`src/rtl/delay_sweep_sched_pkg.sv`:
```
// Shared types and helpers for the inter-pulse delay sweep scheduler.
// The saturating adder is DW_DEF bits wide so pulse-width sweeps can reuse it.
package delay_sweep_sched_pkg;

  localparam int DW_DEF = 16;
  localparam int NW_DEF = 8;

  typedef enum logic [1:0] {
    ST_IDLE = 2'd0,
    ST_ARM  = 2'd1,
    ST_RUN  = 2'd2,
    ST_DONE = 2'd3
  } state_t;

  // Returns {saturated, value}; value clamps to all-ones on carry out.
  function automatic logic [DW_DEF:0] sat_add(input logic [DW_DEF-1:0] a,
                                              input logic [DW_DEF-1:0] b);
    logic [DW_DEF:0] sum;
    sum = {1'b0, a} + {1'b0, b};
    if (sum[DW_DEF]) begin
      sat_add = {1'b1, {DW_DEF{1'b1}}};
    end else begin
      sat_add = {1'b0, sum[DW_DEF-1:0]};
    end
  endfunction

endpackage

```
`src/rtl/delay_sweep_sched_sweep_counter.sv`:
```
// Shot/step counter pair for the delay sweep; terminal counts are (n-1).
module sweep_counter
  import delay_sweep_sched_pkg::*;
#(
  parameter int NW = NW_DEF
) (
  input  logic          clk,
  input  logic          resetn,
  input  logic          clr_i,
  input  logic          adv_i,
  input  logic [NW-1:0] shots_tc_i,
  input  logic [NW-1:0] steps_tc_i,
  output logic [NW-1:0] step_idx_o,
  output logic          step_wrap_o,
  output logic          last_step_o
);

  logic [NW-1:0] shot_q, shot_d;
  logic [NW-1:0] step_q, step_d;

  always_comb begin
    shot_d = shot_q;
    step_d = step_q;
    if (clr_i) begin
      shot_d = '0;
      step_d = '0;
    end else if (adv_i) begin
      if (shot_q < shots_tc_i) begin
        shot_d = shot_q + NW'(1);
      end else begin
        shot_d = '0;
        // Wrapping the step index back to 0 is how loop mode restarts.
        if (step_q < steps_tc_i) begin
          step_d = step_q + NW'(1);
        end else begin
          step_d = '0;
        end
      end
    end else begin
      shot_d = shot_q;
    end
  end

  always_ff @(posedge clk) begin
    if (!resetn) begin
      shot_q <= '0;
      step_q <= '0;
    end else begin
      shot_q <= shot_d;
      step_q <= step_d;
    end
  end

  assign step_idx_o  = step_q;
  assign step_wrap_o = (shot_q >= shots_tc_i);
  assign last_step_o = (step_q >= steps_tc_i);

endmodule

```
`src/rtl/delay_sweep_sched.sv`:
```
// Inter-pulse delay sweep scheduler: applies new sweep values only at the
// generator's period boundaries (cycle_start).
module delay_sweep_sched
  import delay_sweep_sched_pkg::*;
#(
  parameter int DW = DW_DEF,
  parameter int NW = NW_DEF
) (
  input  logic          clk,
  input  logic          resetn,
  input  logic          rxd,
  input  logic [DW-1:0] cfg_del_start,
  input  logic [DW-1:0] cfg_del_step,
  input  logic [NW-1:0] cfg_steps,
  input  logic [NW-1:0] cfg_shots,
  input  logic          cfg_loop,
  input  logic          enable,
  input  logic          cycle_start,
  output logic [DW-1:0] del_out,
  output logic [NW-1:0] step_idx,
  output logic          step_strobe,
  output logic          busy,
  output logic          done,
  output logic          sat
);

  state_t        state_q, state_d;
  logic [DW-1:0] start_q, start_d, step_q, step_d;
  logic [NW-1:0] steps_tc_q, steps_tc_d, shots_tc_q, shots_tc_d;
  logic          loop_q, loop_d;
  logic [DW-1:0] del_q, del_d;
  logic          strobe_q, strobe_d, busy_q, busy_d, done_q, done_d, sat_q, sat_d;
  logic          cnt_clr_s, cnt_adv_s, step_wrap_s, last_step_s;
  logic          adv_s;
  logic [DW:0]   sum_s;

  assign adv_s = cycle_start & enable;
  assign sum_s = sat_add(del_q, step_q);

  sweep_counter #(.NW(NW)) u_cnt (
    .clk         (clk),
    .resetn      (resetn),
    .clr_i       (cnt_clr_s),
    .adv_i       (cnt_adv_s),
    .shots_tc_i  (shots_tc_q),
    .steps_tc_i  (steps_tc_q),
    .step_idx_o  (step_idx),
    .step_wrap_o (step_wrap_s),
    .last_step_o (last_step_s)
  );

  always_comb begin
    state_d    = state_q;
    start_d    = start_q;
    step_d     = step_q;
    steps_tc_d = steps_tc_q;
    shots_tc_d = shots_tc_q;
    loop_d     = loop_q;
    del_d      = del_q;
    strobe_d   = 1'b0;
    busy_d     = busy_q;
    done_d     = done_q;
    sat_d      = sat_q;
    cnt_clr_s  = 1'b0;
    cnt_adv_s  = 1'b0;
    if (rxd) begin
      // Counts of 0 behave as 1, so the stored terminal count is max(n,1)-1.
      start_d    = cfg_del_start;
      step_d     = cfg_del_step;
      steps_tc_d = (cfg_steps == '0) ? '0 : cfg_steps - NW'(1);
      shots_tc_d = (cfg_shots == '0) ? '0 : cfg_shots - NW'(1);
      loop_d     = cfg_loop;
      done_d     = 1'b0;
      sat_d      = 1'b0;
      busy_d     = 1'b0;
      state_d    = ST_ARM;
    end else begin
      case (state_q)
        ST_IDLE: state_d = ST_IDLE;
        ST_ARM: begin
          if (adv_s) begin
            del_d     = start_q;
            cnt_clr_s = 1'b1;
            strobe_d  = 1'b1;
            busy_d    = 1'b1;
            state_d   = ST_RUN;
          end else begin
            state_d = ST_ARM;
          end
        end
        ST_RUN: begin
          if (!adv_s) begin
            state_d = ST_RUN;
          end else if (!step_wrap_s) begin
            cnt_adv_s = 1'b1;
          end else if (!last_step_s) begin
            cnt_adv_s = 1'b1;
            del_d     = sum_s[DW-1:0];
            sat_d     = sat_q | sum_s[DW];
            strobe_d  = 1'b1;
          end else if (loop_q) begin
            cnt_adv_s = 1'b1;
            del_d     = start_q;
            strobe_d  = 1'b1;
          end else begin
            busy_d  = 1'b0;
            done_d  = 1'b1;
            state_d = ST_DONE;
          end
        end
        ST_DONE: state_d = ST_DONE;
        default: state_d = ST_IDLE;
      endcase
    end
  end

  always_ff @(posedge clk) begin
    if (!resetn) begin
      state_q    <= ST_IDLE;
      start_q    <= '0;
      step_q     <= '0;
      steps_tc_q <= '0;
      shots_tc_q <= '0;
      loop_q     <= 1'b0;
      del_q      <= '0;
      strobe_q   <= 1'b0;
      busy_q     <= 1'b0;
      done_q     <= 1'b0;
      sat_q      <= 1'b0;
    end else begin
      state_q    <= state_d;
      start_q    <= start_d;
      step_q     <= step_d;
      steps_tc_q <= steps_tc_d;
      shots_tc_q <= shots_tc_d;
      loop_q     <= loop_d;
      del_q      <= del_d;
      strobe_q   <= strobe_d;
      busy_q     <= busy_d;
      done_q     <= done_d;
      sat_q      <= sat_d;
    end
  end

  assign del_out     = del_q;
  assign step_strobe = strobe_q;
  assign busy        = busy_q;
  assign done        = done_q;
  assign sat         = sat_q;

endmodule

```
`config.mk`:
```
export PLATFORM = sky130hd
export DESIGN_NAME = delay_sweep_sched
export DESIGN_NICKNAME = d
export VERILOG_FILES = /design/src/rtl/delay_sweep_sched_pkg.sv /design/src/rtl/delay_sweep_sched_sweep_counter.sv /design/src/rtl/delay_sweep_sched.sv
export SDC_FILE = /design/constraint.sdc
export NUM_CORES = 1
export LEC_CHECK = 0
export CAP_MARGIN = 20
export CORE_MARGIN = 4
export CORE_UTILIZATION = 58
export DETAILED_ROUTE_END_ITERATION = 10
export GPL_ROUTABILITY_DRIVEN = 0
export GPL_TIMING_DRIVEN = 0
export PLACE_DENSITY = 0.95
export SLEW_MARGIN = 25
export SYNTH_ARGS = -nofsm -noshare
export SYNTH_HDL_FRONTEND = slang
export SYNTH_SLANG_ARGS = --single-unit
```
`constraint.sdc`:
```
create_clock -name clk -period 7.15 [get_ports clk]
set_input_delay 1.0725 -clock clk [delete_from_list [all_inputs] [get_ports clk]]
set_output_delay 1.0725 -clock clk [all_outputs]
set_load 0.02 [all_outputs]
```
==> flow_summary.ini <==
[clock_tree]
post_cts_resize_count = 0
cts_sinks = 87
ctsLongestPathBuffers = 2
clkTransAtPathRegs_ns = 0.07
cts-htree-levels = 3
clkLatencyLatePin_ns = 0.37
cts_tree = done
cts_buffers = 9
post_cts_buffers = 0
hold_buffers = 0
clockRootBuffer = clkbuf_8

[synth]
synth.distinct_cells = 66
syn_area_per_cell_sq_um = 9.21
synth_top_family_by_area = compound AO/OA/AOI/OAI gates
synthAdderAreaFrac = 0.103
yosys.area.top_type_share = 0.344
netlist_top_cells_area = dfxtp_1 (34%), ha_1 (9.9%), mux2i_1 (6.7%), nor2b_1 (4.2%), a21oi_1 (3.0%)
async_flop_share = 0
yosysWarnings = 0
synth_compound_area_frac = 0.211
synth_ff_type = dfxtp_1
synthCells = 549
synth_top_cell_by_area = dfxtp_1
synth-simple-area-share = 0.168
synth_edf_count = 0
synth_seq_cells = 87
synthMuxAreaShare = 0.0673
synth_xor_area_frac = 0.0571
seq_area_frac_synth = 0.344
syn_area_sq_um = 5060
syn_nets = 644

[critical_path]
ff2ff_setup_slack_ns = 4.33
slowest_delay_ns = 0.78
cp_slowest_cell = o311ai_1
crit_chain = clkdlybuf4s50_1, inv_1, ha_1, nand2_1, or3_1, o311ai_1, o22ai_1
cp_max_fo = 8
r2r-end = del_out[10]
crit_required_ns = 7.35
startpoint_type = input pin
r2r_start = u_cnt.step_idx_o[5]
arrival_ns = 3.21
crit_type = input pin to register
path_buf_inv = 2
r2r_cells = 10
critPathTopFamily = compound AO/OA/AOI/OAI gates
end_kind = register

[final_layout]
final_core_util = 0.737
final_common_cell = dfxtp_1
final_cell_mix = dfxtp_1 (87), clkdlybuf4s50_1 (79), ha_1 (40)
instances_no_fill = 748
syn2layout_area_growth_pct = 21.5
n_antenna_cell = 0
fillers = 589
drive_gt1_frac = 0.0840
layout.nets = 734

[drt]
routedWlPerCell_um = 17.3
routed_wl_um = 12900
vias_per_cell = 6.03
drt_iter0_markers = 260
firstDrtPassIters = 5
drc = 0
vias = 4510
drt.antenna.violating_nets = 0

[place]
place_inst = 733
port_buffers = 79
hpwl_um = 9780
pre_cts_slack_ns = 3.79

[grt]
grt_max_degree = 14
gr-usage-all-layers = 0.255
grt_overflow = 0
antenna_found_initial = 0
grt_pass1_vias = 4522
grt_pass1_wl_um = 20700

[timing]
setup_viol = 0
relSlewSlack = 0.375
setup_slack_ns = 4.14
worst_pin_slew_ns = 0.922
timing.final.crit_share = 0.421
finalHoldViolCount = 0
holdWs_ns = 0.488
finalMaxSlewViolations = 0
fin_setup_tns_ns = 0
skew_ns = 0.00993
period_needed_ns = 3.01
rsz0062_at_grt = false
max_freq_ghz = 0.332

[power]
leakage_nw = 2.47
vdd_drop_max_uv = 99.8
power_density_nw_per_um2 = 163

[worst_hold_path]
hold_depth = 2
hp-start = steps_tc_q[0]
holdPathEnd = steps_tc_q[0]
hold_path_class = register to register

[die]
dieArea_sq_um = 10300
io_pins = 82
die_y_um = 101
start_util = 0.607
coreArea_sq_um = 8340
num_rows = 33
die_w_um = 101

[run_status]
outcome = finished clean

[run]
drv_cap = 0
## cell type report
cell class                 count  area (sq um)  share of cell area
buffer                        22           125              0.0204
inverter                      33           124              0.0202
multi-input combinational    407          3070               0.499
timing repair buffer          79           791               0.129
tap                          105           131              0.0214
clock inverter                 4          22.5             0.00367
sequential                    87          1740               0.283
clock buffer                  11           141              0.0230
## power by group
group | switching (mW) | internal (mW)
combinational | 0.0921 | 0.0845
clock | 0.174 | 0.132
sequential | 0.0120 | 0.504
## routing by layer
| layer | up-vias | track usage | part of all wire |
|---|---|---|---|
| met1 | 2144 | 0.288 | 0.40 |
| met5 | - | 0 | 0 |
| met2 | 174 | 0.454 | 0.51 |
| met4 | 0 | 0.130 | 0.040 |
| met3 | 53 | 0.0510 | 0.059 |
| li1 | 2139 | - | - |
## tightest hold or removal path: stages, from the launching register on
cell	delay, ns
dfxtp_1	0.34
nand2_1	0.06
o21ai_0	0.06
## Yosys cell counts (3+ instances only)
library cell and number:
o2bb2ai_1 8, nand2_1 29, buf_2 5, o21bai_1 3
o211ai_1 5, ha_1 40, a211oi_1 3, xnor2_1 17
nor2_1 37, nand2b_1 10, nand4_1 4, a21o_1 6
nand3_1 10, dfxtp_1 87, o21ai_0 26, a21oi_1 30
mux2i_1 34, nor3_1 8, nor3_2 3, or3_1 3
o21a_1 5, inv_1 33, o22ai_1 15, a22o_2 10
clkbuf_1 9, and3_1 9, nor2b_1 34, xor2_1 16
buf_4 3
## metrics by stage
step,total power [mW],area (sq um)
2_1_floorplan,0.635,5060
3_3_place_gp,0.691,5980
3_5_place_dp,0.700,5980
4_1_cts,1.00,6140
5_1_grt,1.04,6140
6_report,0.999,6140
## flip-flops by register name, indices dropped and copies added (netlist names)
name,count
start_q,16
steps_tc_q,8
del_out,16
u_cnt.step_idx_o,8
u_cnt.shot_q,8
sat,1
state_q,2
shots_tc_q,8
step_strobe,1
loop_q,1
step_q,16
done,1
busy,1
## worst max path at each step
stage          depth (start not counted)       endpoint  slack, ns          from
6_report                               7  steps_tc_q[1]       4.14  cfg_steps[0]
5_1_grt                                7  steps_tc_q[4]       3.89  cfg_steps[0]
4_1_cts                                7  steps_tc_q[1]       4.15  cfg_steps[0]
3_5_place_dp                           7  steps_tc_q[4]       3.79  cfg_steps[0]
3_3_place_gp                           7  steps_tc_q[1]       3.90  cfg_steps[0]
2_1_floorplan                          6  shots_tc_q[1]       4.57  cfg_shots[0]
## kinds of logic (layout without fill, tap and decap cells)
logic type	count (synthesis)	after routing
buf+inv	55	149
fa+ha+maj	41	41
mux	34	34
flops	87	87
xor+xnor	33	33
simple gates	158	158
compound gates	141	141
(Power assumes the default switching activity.)
==> RTL change 1 (same settings) <==
Change the package constant `NW_DEF` from 8 to 4.
--- a/src/rtl/delay_sweep_sched_pkg.sv
+++ b/src/rtl/delay_sweep_sched_pkg.sv
@@ -4,5 +4,5 @@
 
   localparam int DW_DEF = 16;
-  localparam int NW_DEF = 8;
+  localparam int NW_DEF = 4;
 
   typedef enum logic [1:0] {
Interface: changed (resized cfg_shots, cfg_steps and step_idx); port bits go from 82 to 70. No check against the original RTL was run, so the function may have changed too.
==> RTL change 1 against the original RTL <==
  * Sequential cell count is 16 lower
  * Power down 4.3%
  * Combinational power down 12%
  * Synthesized cell count down 14%
  * Sequential power down 18%
  * Synthesized area decreased by 16%
  * Design area is 14% lower
  * Wire length shrank 9.4%
  * Worst setup slack better by 180 ps
  * Critical endpoint is now del_out[11]$_SDFFE_PN0P_
  * Largest cell class unchanged
  * Largest power group unchanged
  * Highest routed layer unchanged
==> RTL change 1: results (changes against the original RTL) <==
outcome=finished clean; Placement Setup Slack=4110 ps (+320 ps); Clock transition at path regs=80 ps; Leak=0.00211 µW (-15%); port bufs=67 (-15%); slew at the pin closest to its max-slew limit=815 ps (-107 ps); synth cell count leaders=dfxtp_1, mux2i_1, nor2b_1; Mapped Cells=471 (-14%); antenna violations before repair=0 (unchanged); TritonCTS Buffers=9 (unchanged); Yosys cell types=63 (-4.5%); Syn. warnings=0 (unchanged); Worst-Skew Late Latency=360 ps; # nets final=626 (-15%); Peak VDD IR=130 µV (+30%); Routed WL=11700 µm (-9.4%); Vias=4109 (-8.9%); metal3 WL=817 µm (+8.1%); delay-heaviest family, CP=compound AO/OA/AOI/OAI gates; met1 Resource Use GR=32.0% (+3.2 points); Filler cells=456 (-23%); M2 GR Usage=46.0% (+0.61 points); M1 wire length=4670 µm (-8.8%); Antenna diodes=0 (unchanged); CTS root buf=clkbuf_8; drt pass-1 iters=5 (unchanged); top routing layer used=met4; Worst path slowest cell=fa_1; CP arrival=3060 ps (-150 ps); Resized cells post-CTS=0 (unchanged); met3 Use GR=4.26% (-0.83 points); fraction of layout cells with a size suffix above 1=7.04% (-1.4 points); DP HPWL=8420 µm (-14%); clk buf depth=2 (unchanged); H-tree depth=3 (unchanged); 1st-iter DRT viols=335 (+29%); Max Clock Skew=15.2 ps (+5.26 ps); DR WL met2=5730 µm (-12%); net count after synthesis=548 (-15%); global-route wire length before repair=18700 µm (-9.5%); sw power=256 µW (-8.0%); CP Max Fanout=10 (+2); DR vias/cell=6.32 (+4.8%); Crit path largest cell delay=450 ps (-330 ps); register area share after synthesis=33.6% (-0.84 points); vias in the first global route=4016 (-11%); asr flop ratio synth=0% (unchanged); worst hold path class=reg2reg; setup bufs post-CTS=0 (unchanged); Total GRT Usage=26.9% (+1.4 points); Area contributors post-synth=dfxtp_1, mux2i_1, ha_1, nor2b_1, o32ai_1; largest net degree at the start of global routing=13 (-1)
RTL change 1: path summary, 6_finish.rpt:
check,from,cells past startpoint,endpoint,slack (ps)
worst min register to register,done$_SDFFE_PP0P_,2,done$_SDFFE_PP0P_,490
worst max register to register,del_out[0]$_SDFFE_PN0P_,9,del_out[11]$_SDFFE_PN0P_,4320
worst max-delay path,del_out[0]$_SDFFE_PN0P_,9,del_out[11]$_SDFFE_PN0P_,4320
worst min-delay path,done$_SDFFE_PP0P_,2,done$_SDFFE_PP0P_,490
RTL change 1: worst register-to-register path, cell delays in order (launching register included):
cell and delay (ps):
dfxtp_1 340, ha_1 230, fa_1 450, a211oi_1 440, o211ai_2 170, a41oi_2 340
a21oi_4 160, buf_4 220, a211oi_1 250, o32ai_1 120
RTL change 1: power groups by stage:
stage / registers (µW) / clock network [µW] / logic (µW)
after floorplan: 431 / 0 / 93.5
after global placement: 431 / 0 / 143
after detailed placement: 432 / 0 / 149
after CTS: 422 / 376 / 153
after global routing: 424 / 396 / 167
final: 423 / 379 / 155
RTL change 1: kinds of logic after synthesis:
| logic type | synth area share, % |
|---|---|
| and+or+nand+nor | 20.0 |
| adders and majority gates | 9.34 |
| DFF | 33.6 |
| xor gates and xnor gates | 1.86 |
| muxes | 9.23 |
| buffers and inverters | 5.09 |
| AOI/OAI and AO/OA | 20.9 |
RTL change 1: area by class of cell:
class,instances,area share [%]
Multi-Input combinational cell,346,49.4
Sequential cell,71,27.1
Timing Repair Buffer,67,12.8
Clock buffer,11,2.88
Tap cell,96,2.29
Inverter,31,2.21
Buffer,23,1.88
Clock inverter,5,1.52
RTL change 1: stage by stage:
step / instance area [µm²] / hold WS [ps]
floorplan: 4230 / 454
global placement: 5020 / 458
detailed placement: 5020 / 460
CTS: 5250 / 480
global route: 5250 / 527
finish: 5250 / 486
==> RTL change 2 (same flow settings) <==
Without the edit above. Re-encode `state_t` (4 states) as one-hot, 4 bits wide.
--- a/src/rtl/delay_sweep_sched_pkg.sv
+++ b/src/rtl/delay_sweep_sched_pkg.sv
@@ -6,9 +6,9 @@
   localparam int NW_DEF = 8;
 
-  typedef enum logic [1:0] {
-    ST_IDLE = 2'd0,
-    ST_ARM  = 2'd1,
-    ST_RUN  = 2'd2,
-    ST_DONE = 2'd3
+  typedef enum logic [3:0] {
+    ST_IDLE = 4'b0001,
+    ST_ARM  = 4'b0010,
+    ST_RUN  = 4'b0100,
+    ST_DONE = 4'b1000
   } state_t;
 
Behaviour: no difference found for any inputs over 4 cycles, from zero or initial values and one cycle with resetn low; so few cycles prove little.
==> RTL change 2 against the original RTL <==
  * Largest cell class unchanged
  * Combinational power decreased by 18%
  * Critical path depth increased by 3
  * Wire length increased by 0.12%
  * Die area decreased by 1.5%
  * Design area decreased by 0.96%
  * Synthesized area decreased by 1.6%
  * Sequential cell count increased by 2
  * First-iteration DRC count increased by 14%
  * Power decreased by 1.8%
  * Worst setup slack got worse by 42 ps
==> RTL change 2: results (changes against the original RTL) <==
Area Overhead vs Synth=22.3%; crit path capture=del_out[4]$_SDFFE_PN0P_; global-route wire length before repair=21100 µm (+2.2%); outcome=finished clean; port bufs=80 (+1.3%); vias in the first global route=4625 (+2.3%); net count after synthesis=652 (+1.2%); Min Clock Period, post-route=3050 ps (+41.9 ps); Post-Layout Cell Count=760 (+1.6%); Placement Setup Slack=3640 ps (-150 ps); WHS=453 ps (-35.5 ps); 1st-iter DRT viols=296 (+14%); register area share after synthesis=35.8% (+1.4 points); Worst path slowest cell=fa_1; area post-placement=5910 µm² (-1.2%); CP Max Fanout=10 (+2); Mapped Cells=561 (+2.2%); Worst-Skew Late Latency=360 ps; Peak VDD IR=106 µV (+6.6%); synth cell count leaders=dfxtp_1, nor2b_1, nor2_1; crit path launch=del_out[0]$_SDFFE_PN0P_; fraction of layout cells with a size suffix above 1=6.26% (-2.1 points); DR vias/cell=6.00 (-0.44%); DR WL met2=6400 µm (-1.9%); share of the synthesized area in the top cell type=35.8% (+1.4 points); drt pass-1 iters=6 (+1); metal3 WL=860 µm (+14%); Hold Crit Start=done$_SDFFE_PP0P_; Leak=0.00245 µW (-0.63%); sw power=257 µW (-7.6%); dpl cells=746 (+1.8%); slew at the pin closest to its max-slew limit=920 ps (-2.78 ps); Worst R2R Setup Slack=4100 ps (-230 ps); # nets final=743 (+1.2%); Worst Hold Path EP=done$_SDFFE_PP0P_; Routed wire per std cell=17.0 µm (-1.5%); met1 Resource Use GR=29.6% (+0.86 points); M2 GR Usage=45.4% (about the same); Yosys cell types=64 (-3.0%); CP arrival=3310 ps (+100 ps); Filler cells=600 (+1.9%); sequential logic power=524 µW (+2%)
==> RTL change 2: changes by cell type in the layout (fill, tap and decap cells not counted), moves of 5 or more <==
cell / change
a211oi_1: +12
o21ai_0: +11
a22o_2: -10
o2bb2ai_1: -8
a21o_1: +6
inv_1: -6
nand3b_1: +6
nor2b_1: +6
nor4_1: +5
==> RTL change 2: kinds of logic after synthesis <==
kind of cell	share of synthesized area [%]
and+or+nand+nor	19.3
AOI/OAI and AO/OA	19.7
DFF	35.8
buffers and inverters	3.65
adders and majority gates	9.45
muxes	7.04
xor gates and xnor gates	5.10
==> RTL change 2: layout make-up <==
cell class | instances | area share (%)
multi-input cells | 427 | 49.7
flip-flops and latches | 89 | 29.3
repair buffers | 80 | 13.2
clock buffers | 11 | 2.49
well taps | 105 | 2.16
inverters | 27 | 1.67
plain buffers | 18 | 1.32
clock inverters | 3 | 0.288
